===== config.mk =====
export PLATFORM = sky130hd
export DESIGN_NAME = glitch_sweep_sequencer
export DESIGN_NICKNAME = d
export VERILOG_FILES = /design/src/rtl/glitch_pkg.sv /design/src/rtl/sweep_axis.sv /design/src/rtl/glitch_sweep_sequencer.sv
export SDC_FILE = /design/constraint.sdc
export NUM_CORES = 1
export LEC_CHECK = 0
export BUFFER_PORTS_ARGS = -buffer_cell sky130_fd_sc_hd__buf_2
export CORE_AREA = 4 4 242 197
export DETAILED_ROUTE_END_ITERATION = 7
export DIE_AREA = 0 0 246 201
export PLACE_DENSITY = 0.71
export SLEW_MARGIN = 20
export SYNTH_ARGS = -nofsm -noshare
export SYNTH_HDL_FRONTEND = slang
export SYNTH_SLANG_ARGS = --single-unit

===== constraint.sdc =====
create_clock -name i_PLL_Clk -period 6.06 [get_ports i_PLL_Clk]
set_input_delay 0.303 -clock i_PLL_Clk [delete_from_list [all_inputs] [get_ports i_PLL_Clk]]
set_output_delay 0.303 -clock i_PLL_Clk [all_outputs]
set_load 0.1 [all_outputs]

===== src/rtl/glitch_pkg.sv =====
// Shared types and default widths for the glitch sweep sequencer slice.
package glitch_pkg;

  localparam int W_DEFAULT     = 32;
  localparam int REP_W_DEFAULT = 8;
  localparam int COOL_W_DEFAULT = 16;

  typedef enum logic [2:0] {
    S_IDLE = 3'd0,
    S_LOAD = 3'd1,
    S_ARM  = 3'd2,
    S_WAIT = 3'd3,
    S_COOL = 3'd4,
    S_NEXT = 3'd5,
    S_DONE = 3'd6
  } sweep_state_t;

endpackage


===== src/rtl/sweep_axis.sv =====
// One sweep axis: shadows start/end/step on init and walks the current value.
// A zero step is stored as 1. wrap means the next advance would pass the end
// (or carry out of W bits), in which case advance returns the value to start.
module sweep_axis #(
  parameter int W = 32
) (
  input  logic         i_PLL_Clk,
  input  logic         i_Rst_L,
  input  logic         init,
  input  logic         advance,
  input  logic [W-1:0] start_in,
  input  logic [W-1:0] end_in,
  input  logic [W-1:0] step_in,
  output logic [W-1:0] value,
  output logic         wrap
);

  logic [W-1:0] start_reg;
  logic [W-1:0] end_reg;
  logic [W-1:0] step_reg;
  logic [W-1:0] value_reg;
  logic [W:0]   sum;

  // The sum is one bit wider so a carry out of W bits is seen as a wrap.
  assign sum   = {1'b0, value_reg} + {1'b0, step_reg};
  assign wrap  = sum[W] || (sum[W-1:0] > end_reg);
  assign value = value_reg;

  // Shadow the axis configuration on init; step or wrap on advance.
  always_ff @(posedge i_PLL_Clk or negedge i_Rst_L) begin
    if (!i_Rst_L) begin
      start_reg <= '0;
      end_reg   <= '0;
      step_reg  <= '0;
      value_reg <= '0;
    end else if (init) begin
      start_reg <= start_in;
      end_reg   <= end_in;
      step_reg  <= (step_in == '0) ? W'(1) : step_in;
      value_reg <= start_in;
    end else if (advance) begin
      value_reg <= wrap ? start_reg : sum[W-1:0];
    end
  end

endmodule


===== src/rtl/glitch_sweep_sequencer.sv =====
// Glitch sweep sequencer: walks the (delay, duration) grid, loading and arming
// the pulse engine for each attempt. Delay is the inner loop.
// Optional build macro GLITCH_SWEEP_TIMEOUT_EN adds a per-attempt WAIT timeout
// (i_timeout / o_timeout_cnt).
module glitch_sweep_sequencer
  import glitch_pkg::*;
#(
  parameter int W      = W_DEFAULT,
  parameter int REP_W  = REP_W_DEFAULT,
  parameter int COOL_W = COOL_W_DEFAULT
) (
  input  logic              i_PLL_Clk,
  input  logic              i_Rst_L,
  input  logic              i_start,
  input  logic              i_abort,
  input  logic [W-1:0]      i_delay_start,
  input  logic [W-1:0]      i_delay_end,
  input  logic [W-1:0]      i_delay_step,
  input  logic [W-1:0]      i_dur_start,
  input  logic [W-1:0]      i_dur_end,
  input  logic [W-1:0]      i_dur_step,
  input  logic [REP_W-1:0]  i_repeat,
  input  logic [COOL_W-1:0] i_cooldown,
  input  logic              i_pulse_fired,
`ifdef GLITCH_SWEEP_TIMEOUT_EN
  input  logic [W-1:0]      i_timeout,
  output logic [W-1:0]      o_timeout_cnt,
`endif
  output logic [W-1:0]      o_glitch_delay,
  output logic [W-1:0]      o_glitch_duration,
  output logic              o_load,
  output logic              o_arm,
  output logic              o_busy,
  output logic              o_done,
  output logic [W-1:0]      o_attempts
);

  sweep_state_t      state_reg;
  logic [REP_W-1:0]  rep_reg;
  logic [REP_W-1:0]  repeat_reg;
  logic [COOL_W-1:0] cool_reg;
  logic [COOL_W-1:0] cool_cnt_reg;
  logic [W-1:0]      attempts_reg;
  logic              fired_prev_reg;

  logic start_accept;
  logic in_next;
  logic delay_adv;
  logic dur_adv;
  logic delay_wrap;
  logic dur_wrap;
  logic fire_edge;
  logic timeout_hit;

  assign start_accept = i_start && !i_abort &&
                        ((state_reg == S_IDLE) || (state_reg == S_DONE));
  assign in_next      = (state_reg == S_NEXT) && !i_abort;
  // When both axes wrap the sweep ends, so neither moves and DONE shows the last point.
  assign delay_adv    = in_next && !(delay_wrap && dur_wrap);
  assign dur_adv      = in_next && delay_wrap && !dur_wrap;
  // A level already high when WAIT is entered has a high previous value, so it never counts.
  assign fire_edge    = i_pulse_fired && !fired_prev_reg;

  sweep_axis #(.W(W)) u_delay_axis (
    .i_PLL_Clk (i_PLL_Clk),
    .i_Rst_L   (i_Rst_L),
    .init      (start_accept),
    .advance   (delay_adv),
    .start_in  (i_delay_start),
    .end_in    (i_delay_end),
    .step_in   (i_delay_step),
    .value     (o_glitch_delay),
    .wrap      (delay_wrap)
  );

  sweep_axis #(.W(W)) u_dur_axis (
    .i_PLL_Clk (i_PLL_Clk),
    .i_Rst_L   (i_Rst_L),
    .init      (start_accept),
    .advance   (dur_adv),
    .start_in  (i_dur_start),
    .end_in    (i_dur_end),
    .step_in   (i_dur_step),
    .value     (o_glitch_duration),
    .wrap      (dur_wrap)
  );

`ifdef GLITCH_SWEEP_TIMEOUT_EN
  logic [W-1:0] timeout_reg;
  logic [W-1:0] wait_cnt_reg;
  logic [W-1:0] tmo_cnt_reg;

  assign timeout_hit   = (timeout_reg != '0) && ((wait_cnt_reg + W'(1)) == timeout_reg);
  assign o_timeout_cnt = tmo_cnt_reg;

  // Count WAIT cycles and tally attempts that expired without a pulse edge.
  always_ff @(posedge i_PLL_Clk or negedge i_Rst_L) begin
    if (!i_Rst_L) begin
      timeout_reg  <= '0;
      wait_cnt_reg <= '0;
      tmo_cnt_reg  <= '0;
    end else begin
      if (start_accept) begin
        timeout_reg <= i_timeout;
        tmo_cnt_reg <= '0;
      end
      wait_cnt_reg <= (state_reg == S_WAIT) ? wait_cnt_reg + W'(1) : '0;
      if ((state_reg == S_WAIT) && !i_abort && !fire_edge && timeout_hit)
        tmo_cnt_reg <= tmo_cnt_reg + W'(1);
    end
  end
`else
  assign timeout_hit = 1'b0;
`endif

  // Sweep state machine with abort taking priority over everything else.
  always_ff @(posedge i_PLL_Clk or negedge i_Rst_L) begin
    if (!i_Rst_L) begin
      state_reg      <= S_IDLE;
      rep_reg        <= '0;
      repeat_reg     <= '0;
      cool_reg       <= '0;
      cool_cnt_reg   <= '0;
      attempts_reg   <= '0;
      fired_prev_reg <= 1'b0;
    end else begin
      fired_prev_reg <= i_pulse_fired;
      if (i_abort) begin
        state_reg <= S_IDLE;
      end else begin
        case (state_reg)
          S_IDLE, S_DONE: begin
            if (i_start) begin
              state_reg    <= S_LOAD;
              rep_reg      <= '0;
              attempts_reg <= '0;
              repeat_reg   <= (i_repeat == '0) ? REP_W'(1) : i_repeat;
              cool_reg     <= i_cooldown;
            end
          end
          S_LOAD: state_reg <= S_ARM;
          S_ARM:  state_reg <= S_WAIT;
          S_WAIT: begin
            if (fire_edge || timeout_hit) begin
              if (fire_edge)
                attempts_reg <= attempts_reg + W'(1);
              rep_reg      <= rep_reg + REP_W'(1);
              cool_cnt_reg <= '0;
              state_reg    <= S_COOL;
            end
          end
          S_COOL: begin
            if (cool_cnt_reg == cool_reg)
              state_reg <= (rep_reg < repeat_reg) ? S_ARM : S_NEXT;
            else
              cool_cnt_reg <= cool_cnt_reg + COOL_W'(1);
          end
          S_NEXT: begin
            rep_reg   <= '0;
            state_reg <= (delay_wrap && dur_wrap) ? S_DONE : S_LOAD;
          end
          default: state_reg <= S_IDLE;
        endcase
      end
    end
  end

  // Engine controls decode straight from state so an async reset drops them at once.
  assign o_load     = (state_reg == S_LOAD);
  assign o_arm      = (state_reg == S_ARM) || (state_reg == S_WAIT);
  assign o_busy     = (state_reg != S_IDLE) && (state_reg != S_DONE);
  assign o_done     = (state_reg == S_DONE);
  assign o_attempts = attempts_reg;

endmodule


**Word-level counts from Yosys, hierarchy flattened**

Index checks and enable logic that the tools add are counted.

- Mux-type cells: 25
- Add/subtract/negate cells: 5
- Reductions and logical operators: 33
- Equality and inequality tests: 14
- Bitwise gates (word level): 1
- Magnitude comparators: 3

Operators with widths:

| operator | number |
|---|---|
| $mux W32 | 10 |
| $add A32 B32 Y33 | 2 |
| $gt A32 B32 Y1 | 2 |
| $logic_not A32 Y1 | 2 |
| $pmux W32 S2 | 1 |
| $add A32 B1 Y32 const B | 1 |
| $mux W16 | 2 |
| $pmux W16 S2 | 1 |
| $mux W8 | 3 |
| $pmux W8 S3 | 1 |
| $mux W3 | 6 |
| $pmux W3 S6 | 1 |
| $add A16 B1 Y16 const B | 1 |
| $eq A16 B16 Y1 | 1 |
| $ne A3 B3 Y1 const B | 4 |
| $reduce_and A4 Y1 | 3 |
| $eq A3 B3 Y1 const B | 3 |
| $logic_and A1 B1 Y1 | 9 |
| $add A8 B1 Y8 const B | 1 |
| $logic_not A8 Y1 | 1 |
| $lt A8 B8 Y1 | 1 |
| $reduce_bool A2 Y1 | 4 |
| $eq A3 B2 Y1 const B | 2 |
| $ne A2 B2 Y1 const B | 3 |
| other kinds (8) | 16 |

- Logic and storage cells: 96
- Bits of input ports: 221
- Output and inout port bits: 100
- Register bits: 340

**Longest topological paths before layout**

Gate-level depths: netlist of the first run.

- Depth in word-level cells: 8
- Gate-level depth with buffers: 22
- Gate-level depth less buffers: 21

**Cells and area by module**

Synthesis of the first run repeated with hierarchy kept, for this count alone.

- Cell total of the unflattened synthesis: 1958
- Area total of the unflattened synthesis: 19811.5 um2

By module, submodules not included:

| module | area each (um2) | cells each | times used | seq. area each (um2) |
|---|---|---|---|---|
| sweep_axis | 7697.4 | 757 | 2 | 3203.1 |
| glitch_sweep_sequencer | 4416.7 | 444 | 1 | 2102.0 |

**Least setup slack after synthesis of the first run**

OpenSTA, ideal clock, no wires.

- Path type: register -> register
- Start: reg u_delay_axis.value_reg[8] (netlist: u_delay_axis.value[8])
- End: reg u_dur_axis.value_reg[10] (netlist: u_dur_axis.value[10])
- Buffers on the path: 2
- Library setup time: 133 ps
- Path slack: 518 ps
- Cell stages (with the launch flop): 21
- Required time: 5927 ps
- Clock period less this slack: 5542 ps
- Data arrival time: 5409 ps
- Cells stage by stage: dfrtp_1 ha_1 a2111oi_0 a22oi_1 and4_1 nor3_1 o21a_1 o21ai_0 xor2_1 ha_1 nand3_1 or4_1 nor2_1 a21boi_0 o21ai_0 nand2_1 and3_1 buf_2 buf_2 mux2i_1 o21ai_0

- Word-level cells in the longest chain between the ends: 6

RTL lines:

| element | line | RTL |
|---|---|---|
| start: declaration | sweep_axis.sv:21 | `logic [W-1:0] value_reg;` |
| start signal: assignment | sweep_axis.sv:40 | `value_reg <= start_in;` |
| start signal: assignment | sweep_axis.sv:42 | `value_reg <= wrap ? start_reg : sum[W-1:0];` |
| $add A32 B32 Y33 (*) | sweep_axis.sv:25 | `assign sum = {1'b0, value_reg} + {1'b0, step_reg};` |
| $gt A32 B32 Y1 | sweep_axis.sv:26 | `assign wrap = sum[W] \|\| (sum[W-1:0] > end_reg);` |
| $logic_or A1 B1 Y1 (*) | sweep_axis.sv:26 |  |
| $logic_and A1 B1 Y1 (*) (2 in a row) | glitch_sweep_sequencer.sv:60 | `assign dur_adv = in_next && delay_wrap && !dur_wrap;` |
| $reduce_bool A2 Y1 (no line) (*) | - |  |
| end signal: assignment | sweep_axis.sv:40 |  |
| end signal: assignment | sweep_axis.sv:42 |  |
| end: declaration | sweep_axis.sv:21 |  |

Mark *: on every way between the ends. The rest lies on a longest branch, timed or not.
A chain may end at the register's enable or synchronous reset.

**Final worst setup path of the first run**

- Start: reg u_dur_axis.value_reg[3] (netlist: u_dur_axis.value[3])
- End: reg u_dur_axis.value_reg[13] (netlist: u_dur_axis.value[13])

- Word-level cells in the longest chain between the ends: 6
- Elaborated cells between the ends (all ways): 9
- Classes of those cells: add/sub (1); order compare (1); mux (3); reduce/logical (4)

RTL lines:

| element | line |
|---|---|
| $add A32 B32 Y33 (*) | sweep_axis.sv:25 |
| $gt A32 B32 Y1 | sweep_axis.sv:26 |
| $logic_or A1 B1 Y1 | sweep_axis.sv:26 |
| $mux W32 / $logic_not A1 Y1 (equally long branches) | sweep_axis.sv:42, glitch_sweep_sequencer.sv:60 |
| $mux W32 / $logic_and A1 B1 Y1 (equally long branches) | sweep_axis.sv:41, glitch_sweep_sequencer.sv:60 |
| $mux W32 / $reduce_bool A2 Y1 (equally long branches) | - |

Mark *: on every way between the ends. The rest lies on a longest branch, timed or not. The select of a mux whose other input is x is not followed.

==> results of run 1 <==
-- Yosys cell counts (4+ instances only) --
| cell | n |
|---|---|
| o31ai_1 | 4 |
| a21oi_1 | 84 |
| nand3_1 | 44 |
| buf_2 | 11 |
| xnor2_1 | 44 |
| a22oi_1 | 5 |
| and2_1 | 8 |
| nor4_1 | 24 |
| o21bai_1 | 8 |
| clkbuf_1 | 63 |
| o21a_1 | 13 |
| a2111oi_0 | 4 |
| dfrtp_1 | 308 |
| and3_1 | 16 |
| nor2_1 | 100 |
| and4_1 | 4 |
| xor2_1 | 61 |
| nor2b_1 | 12 |
| nand2_1 | 513 |
| o21ai_0 | 185 |
| nor3_1 | 18 |
| or3_1 | 14 |
| o211ai_1 | 15 |
| ha_1 | 138 |
| mux2i_1 | 59 |
| a31oi_1 | 13 |
| a21o_1 | 40 |
| nand4_1 | 44 |
| a221o_1 | 4 |
| inv_1 | 95 |
| mux2_2 | 15 |
| a211oi_1 | 15 |
-- repair_timing --
| action | 4_1_cts | 5_1_grt |
|---|---|---|
| setup buffers | 4 | 0 |
| setup endpoints to repair | 13 | 39 |
| hold buffers | 174 | 0 |
| resized for setup | 0 | 3 |
| pin swaps | 1 | 0 |
| endpoints found under the hold margin | 252 | 0 |
-- metrics by stage --
stage	TNS, ns	power (W)	hold WS, ns
final	0	0.01113	0.01318
after detailed placement	-1.212	0.008672	0.3128
after CTS	0	0.01108	0.0006282
after floorplan	0	0.007070	0.007409
after global routing	0	0.01189	0.01166
after global placement	0	0.008547	0.3029
-- tightest hold or removal path, delay by kind of cell --
family | cells | cell delay, ns
simple gates | 1 | 0.04
buf+inv | 1 | 0.08
compound gates | 1 | 0.07
-- cell type report --
type	count	area [sq um]	area share (%)
Multi-Input combinational cell	1561	9603	41.01
Sequential cell	308	7707	32.91
Timing Repair Buffer	536	3760	16.06
Clock buffer	49	1041	4.445
Tap cell	612	765.7	3.270
Inverter	95	356.6	1.523
Clock inverter	13	176.4	0.7534
Antenna cell	3	7.507	0.03206
-- power groups by stage --
stage	clock network [W]	registers [W]	logic [W]
2_1_floorplan	0	0.00371	0.00336
3_3_place_gp	0	0.00289	0.00566
3_5_place_dp	0	0.00291	0.00577
4_1_cts	0.00232	0.00288	0.00589
5_1_grt	0.00241	0.00293	0.00654
6_report	0.00227	0.00288	0.00597
-- per-layer routing --
metal	wire length (microns)	up-vias	GRT usage, %
met1	25190	8134	31.44
met4	1761	0	7.110
met3	4153	123	4.167
met2	25560	655	35.80
met5	0	-	0
li1	-	8043	-
-- logic make-up (layout without fill, tap and decap cells) --
group / Yosys count / after routing / share of synthesized area [%]
muxes: 74 / 74 / 4.236
AOI/OAI and AO/OA: 420 / 420 / 14.07
buffers and inverters: 172 / 693 / 3.677
xor gates and xnor gates: 105 / 105 / 5.129
other: 0 / 3 / 0
DFF: 308 / 308 / 42.98
adders and majority gates: 140 / 140 / 9.853
and+or+nand+nor: 822 / 822 / 20.05
-- worst max path at each step --
stage,from,endpoint,cells after the start
global placement,u_dur_axis.value[3],u_delay_axis.value[5],24
detailed placement,u_dur_axis.value[3],u_delay_axis.value[15],24
floorplan,u_delay_axis.value[8],u_dur_axis.value[10],20
global route,u_delay_axis.value[0],u_dur_axis.value[27],22
finish,u_dur_axis.value[3],u_dur_axis.value[13],23
CTS,u_dur_axis.value[3],u_delay_axis.value[24],25
==> impl_metrics.env, run 1 <==
export IMPL_die_y_microns=201
export IMPL_dp_cells=2934
export IMPL_cp_num_buf_inv=3
export IMPL_dpl_cell_area_sq_um=20370
export IMPL_relSlewSlack_pct=29.87
export IMPL_hold_violations=0
export IMPL_p_switching_w=0.005046
export IMPL_yosys_top_cells_area="dfrtp_1, nand2_1, ha_1, o21ai_0, mux2i_1"
export IMPL_worst_path_max_delay_cell="or3b_2"
export IMPL_crit_type="reg -> reg"
export IMPL_combPwrFrac_pct=53.7
export IMPL_drc=0
export IMPL_seq_area_frac_synth_pct=42.98
export IMPL_clock_sinks=308
export IMPL_critPathRequiredTime_ns=6.45
export IMPL_cts_root_buf="clkbuf_16"
export IMPL_wl_per_cell_microns=17.84
export IMPL_start_util_pct=39.60
export IMPL_whs_path_depth=3
export IMPL_place_port_buffers=320
export IMPL_layout_min_cycle_time_ns=5.642
export IMPL_clk_pin_slew_worst_paths_ns=0.06
export IMPL_coreArea_sq_um=45280
export IMPL_first_pass_iters=7
export IMPL_ios=321
export IMPL_fin_util_pct=51.72
export IMPL_clk_path_buf_depth=3
export IMPL_fillers=4087
export IMPL_netlist_instances=2041
export IMPL_cts_htree_levels=2
export IMPL_crit_path_max_incr_delay_ns=0.50
export IMPL_dr_first_iter_drc_count=1133
export IMPL_layout_common_cells="nand2_1, buf_2, dfrtp_1"
export IMPL_r2r_start="u_dur_axis.value[3]"
export IMPL_finalNonFillerCells=3177
export IMPL_syn_area_per_cell_sq_um=8.785
export IMPL_grt_antenna_before_repair=2
export IMPL_clock_skew_ns=0.02502
export IMPL_synth_async_reset_ratio_pct=100.0
export IMPL_status="finished, final reports clean"
export IMPL_syn_to_final_growth_pct=30.60
export IMPL_synth_seq_cells=308
export IMPL_critPathTopFamily="compound AO/OA/AOI/OAI gates"
export IMPL_path_cells="ha_1 -> nand2_1 -> or3b_2 -> a311oi_1 -> a311oi_1 -> buf_4 -> a211oi_1 -> nor2_1 -> o221ai_1 -> buf_4 -> o221a_2 -> xor2_1 -> ha_1 -> nand4_1 -> nor2_1 -> a22oi_1 -> nand4_1 -> a211oi_1 -> o22a_1 -> and3_2 -> buf_12 -> mux2i_1 -> o21ai_0"
export IMPL_power_density_nw_per_um2=475.2
export IMPL_switching_share_pct=45.35
export IMPL_leakagePower_nw=11.66
export IMPL_reg2regPathDepth=23
export IMPL_hp_start="i_dur_start[1]"
export IMPL_fmax_mhz=177.2
export IMPL_seq_power_share_pct=25.9
export IMPL_synth_top_area_cell="dfrtp_1"
export IMPL_dieArea_sq_um=49450
export IMPL_num_nets_final=2899
export IMPL_syn_cell_area_sq_um=17930
export IMPL_vdd_drop_max_mv=0.2873
export IMPL_finalSetupViolations=0
export IMPL_die_x_microns=246
export IMPL_startpoint_type="flip-flop"
export IMPL_p_int_w=0.006081
export IMPL_hp_class="in -> reg"
export IMPL_via_count=16960
export IMPL_maxSlewViolCount=0
export IMPL_finalInstanceArea_sq_um=23420
export IMPL_grt_max_degree=164
export IMPL_reg2reg_to="u_dur_axis.value[13]"
export IMPL_grt_pass1_wl_microns=91050
export IMPL_cp_max_fo=14
export IMPL_tightest_slew_ns=1.052
export IMPL_drive_above_1_share_pct=17.72
export IMPL_power_frac_clock_pct=20.4
export IMPL_ys_warnings_count=0
export IMPL_grt_util_all_layers_pct=22.58
export IMPL_dp_slack_ns=-0.1215
export IMPL_clkLatencyLatePin_ns=0.54
export IMPL_ys_flop_type="dfrtp_1"
export IMPL_timing_final_crit_share_pct=93.10
export IMPL_syn_nets=2402
export IMPL_final_common_cell="nand2_1"
export IMPL_via_per_inst=5.337
export IMPL_cts_made_buffers=36
export IMPL_place_gp_congestion=0.9237
export IMPL_grt_ovfl_total=0
export IMPL_tritoncts="yes"
export IMPL_synth_distinct_cells=71
export IMPL_synth_top_area_share_pct=42.98
export IMPL_synth_edff_count=0
export IMPL_hold_path_end="u_dur_axis.value[1]"
export IMPL_setup_slack_ns=0.4181
export IMPL_row_count=70
export IMPL_ant_nets=0
export IMPL_worstSetupEndpointType="flip-flop"
export IMPL_grt_pass1_vias=17070
export IMPL_dp_hpwl_microns=41160
export IMPL_rsz0062_at_grt="false"
export IMPL_timing_critical_path_arrival_ns=6.03
export IMPL_drv_cap=0
export IMPL_wl_microns=56660
export IMPL_r2r_slack_ns=0.42
(Power assumes the default switching activity.)
==> inputs of run 2 (changes only) <==
CORE_AREA = 3 3 216 218   (was 4 4 242 197)
DIE_AREA = 0 0 219 221   (was 0 0 246 201)
==> impl_metrics.env, run 2 (same netlist as run 1, synthesis figures left out) <==
export IMPL_hp_start="i_delay_start[19]"
export IMPL_grt_antenna_before_repair=3
export IMPL_status="finished, final reports clean"
export IMPL_syn_to_final_growth_pct=30.33
export IMPL_critPathRequiredTime_ns=6.44
export IMPL_setup_slack_ns=0.3313
export IMPL_grt_pass1_wl_microns=89320
export IMPL_seq_power_share_pct=26.4
export IMPL_maxSlewViolCount=0
export IMPL_clock_skew_ns=0.01792
export IMPL_row_count=78
export IMPL_dp_slack_ns=0.1856
export IMPL_drive_above_1_share_pct=17.06
export IMPL_switching_share_pct=45.54
export IMPL_dpl_cell_area_sq_um=20190
export IMPL_wl_per_cell_microns=17.79
export IMPL_power_total_w=0.01098
export IMPL_grt_ovfl_total=0
export IMPL_dr_first_iter_drc_count=1298
export IMPL_fillers=4079
export IMPL_dieArea_sq_um=48400
export IMPL_ant_nets=0
export IMPL_wl_microns=56190
export IMPL_clock_sinks=308
export IMPL_final_common_cell="nand2_1"
export IMPL_coreArea_sq_um=45090
export IMPL_tritoncts="yes"
export IMPL_num_nets_final=2890
export IMPL_crit_type="reg -> reg"
export IMPL_cts_htree_levels=2
export IMPL_combPwrFrac_pct=52.9
export IMPL_dp_hpwl_microns=39820
export IMPL_grt_max_degree=182
export IMPL_fin_setup_tns_ns=0
export IMPL_place_port_buffers=320
export IMPL_leakagePower_nw=11.59
export IMPL_die_y_microns=221
export IMPL_grt_pass1_vias=16960
export IMPL_via_count=16900
export IMPL_path_cells="ha_1 -> fa_1 -> a211o_1 -> a21oi_1 -> a21oi_1 -> o211ai_1 -> buf_4 -> a21oi_1 -> nor2_1 -> o21ai_0 -> xnor2_1 -> ha_1 -> nand3_1 -> or4_1 -> nor2_1 -> a21boi_0 -> o21ai_0 -> nand2_1 -> buf_6 -> mux2_2 -> mux2i_1 -> o21ai_0"
export IMPL_layout_min_cycle_time_ns=5.729
export IMPL_layout_common_cells="nand2_1, buf_2, dfrtp_1"
export IMPL_vdd_drop_max_mv=0.2581
export IMPL_tightest_slew_ns=1.062
export IMPL_rsz0062_at_grt="false"
export IMPL_finalInstanceArea_sq_um=23370
export IMPL_timing_critical_path_arrival_ns=6.11
export IMPL_crit_path_start="u_delay_axis.value[0]"
export IMPL_relSlewSlack_pct=29.23
export IMPL_finalSetupViolations=0
export IMPL_hp_class="in -> reg"
export IMPL_worst_path_max_delay_cell="or4_1"
export IMPL_startpoint_type="flip-flop"
export IMPL_die_x_microns=219
export IMPL_drc=0
export IMPL_cts_made_buffers=38
export IMPL_drv_cap=0
export IMPL_cts_root_buf="clkbuf_16"
export IMPL_ios=321
export IMPL_start_util_pct=39.77
export IMPL_clk_pin_slew_worst_paths_ns=0.06
export IMPL_worstSetupEndpointType="flip-flop"
export IMPL_clkLatencyLatePin_ns=0.55
export IMPL_crit_path_max_incr_delay_ns=0.56
export IMPL_clk_path_buf_depth=3
export IMPL_timing_final_crit_share_pct=94.53
export IMPL_p_switching_w=0.004999
export IMPL_power_frac_clock_pct=20.8
export IMPL_cp_max_fo=30
export IMPL_fmax_mhz=174.6
export IMPL_place_gp_congestion=0.9308
export IMPL_power_density_nw_per_um2=469.7
export IMPL_first_pass_iters=5
export IMPL_p_int_w=0.005978
export IMPL_via_per_inst=5.353
export IMPL_grt_util_all_layers_pct=22.69
export IMPL_hold_violations=0
export IMPL_r2r_start="u_delay_axis.value[0]"
## run 2: changes by cell type in the layout (fill, tap and decap cells not counted), sizes merged, moves of 2 or more
| cell | previous run | this run |
|---|---|---|
| bufinv | 4 | 2 |
| dlygate4sd3 | 174 | 188 |
| buf | 362 | 337 |
| clkbuf | 49 | 55 |
## run 2: metrics by stage
stage	std cells	hold WS, ns	util [%]
final	3158	0.02537	51.83
after global routing	3158	0.01416	51.83
after CTS	3154	0.0008017	51.72
after detailed placement	2899	0.3699	44.77
after global placement	2899	0.3612	44.76
after floorplan	2041	0.007409	-
## run 2: final timing paths
check | end | slack (ns) | cells past startpoint
setup / recovery | u_delay_axis.value[0] | 0.33 | 22
hold reg to reg | u_delay_axis.start_reg[0] | 0.47 | 2
hold / removal | u_delay_axis.start_reg[19] | 0.03 | 3
setup reg to reg | u_delay_axis.value[0] | 0.33 | 22
min in group asynchronous | o_attempts[18] | 0.37 | 2
max in group asynchronous | u_delay_axis.value[1] | 4.34 | 3
## run 2: power groups by stage
stage / sequential [W] / clock (W) / combinational (W)
6_report: 0.00289 / 0.00228 / 0.00580
5_1_grt: 0.00294 / 0.00242 / 0.00636
4_1_cts: 0.00289 / 0.00234 / 0.00571
3_5_place_dp: 0.00292 / 0 / 0.00558
3_3_place_gp: 0.00290 / 0 / 0.00544
2_1_floorplan: 0.00371 / 0 / 0.00336
## run 2: critical path, delay by kind of cell, from the launching register on
kind,cells,cell delay [ns]
AO/OA/AOI/OAI,9,1.70
adder cells (fa/ha/maj),3,0.99
XOR/XNOR,1,0.20
buffers and inverters,2,0.51
AND/OR/NAND/NOR,5,1.19
flip-flops,1,0.41
multiplexers,2,0.53
## run 2: area by class of cell
class	count	area [sq um]	share of cell area [%]
multi-input combinational	1561	9610	41.12
sequential	308	7707	32.98
timing repair buffer	525	3687	15.78
clock buffer	55	1136	4.861
tap	600	750.7	3.212
inverter	95	356.6	1.526
clock inverter	12	116.4	0.4979
antenna	2	5.005	0.02142
## run 2: metal layers
metal	track usage, %	wire [microns]	up-vias
met5	0	13	-
met4	9.283	2395	2
li1	-	-	8039
met3	4.353	3415	154
met1	29.81	24120	8105
met2	36.77	26240	604
## run 2: timing repair
item / 4_1_cts / 5_1_grt
hold buffers: 188 / 0
setup buffers: 0 / 2
gates resized for setup: 0 / 8
hold endpoints to repair: 284 / 0
setup endpoints to repair: 0 / 61
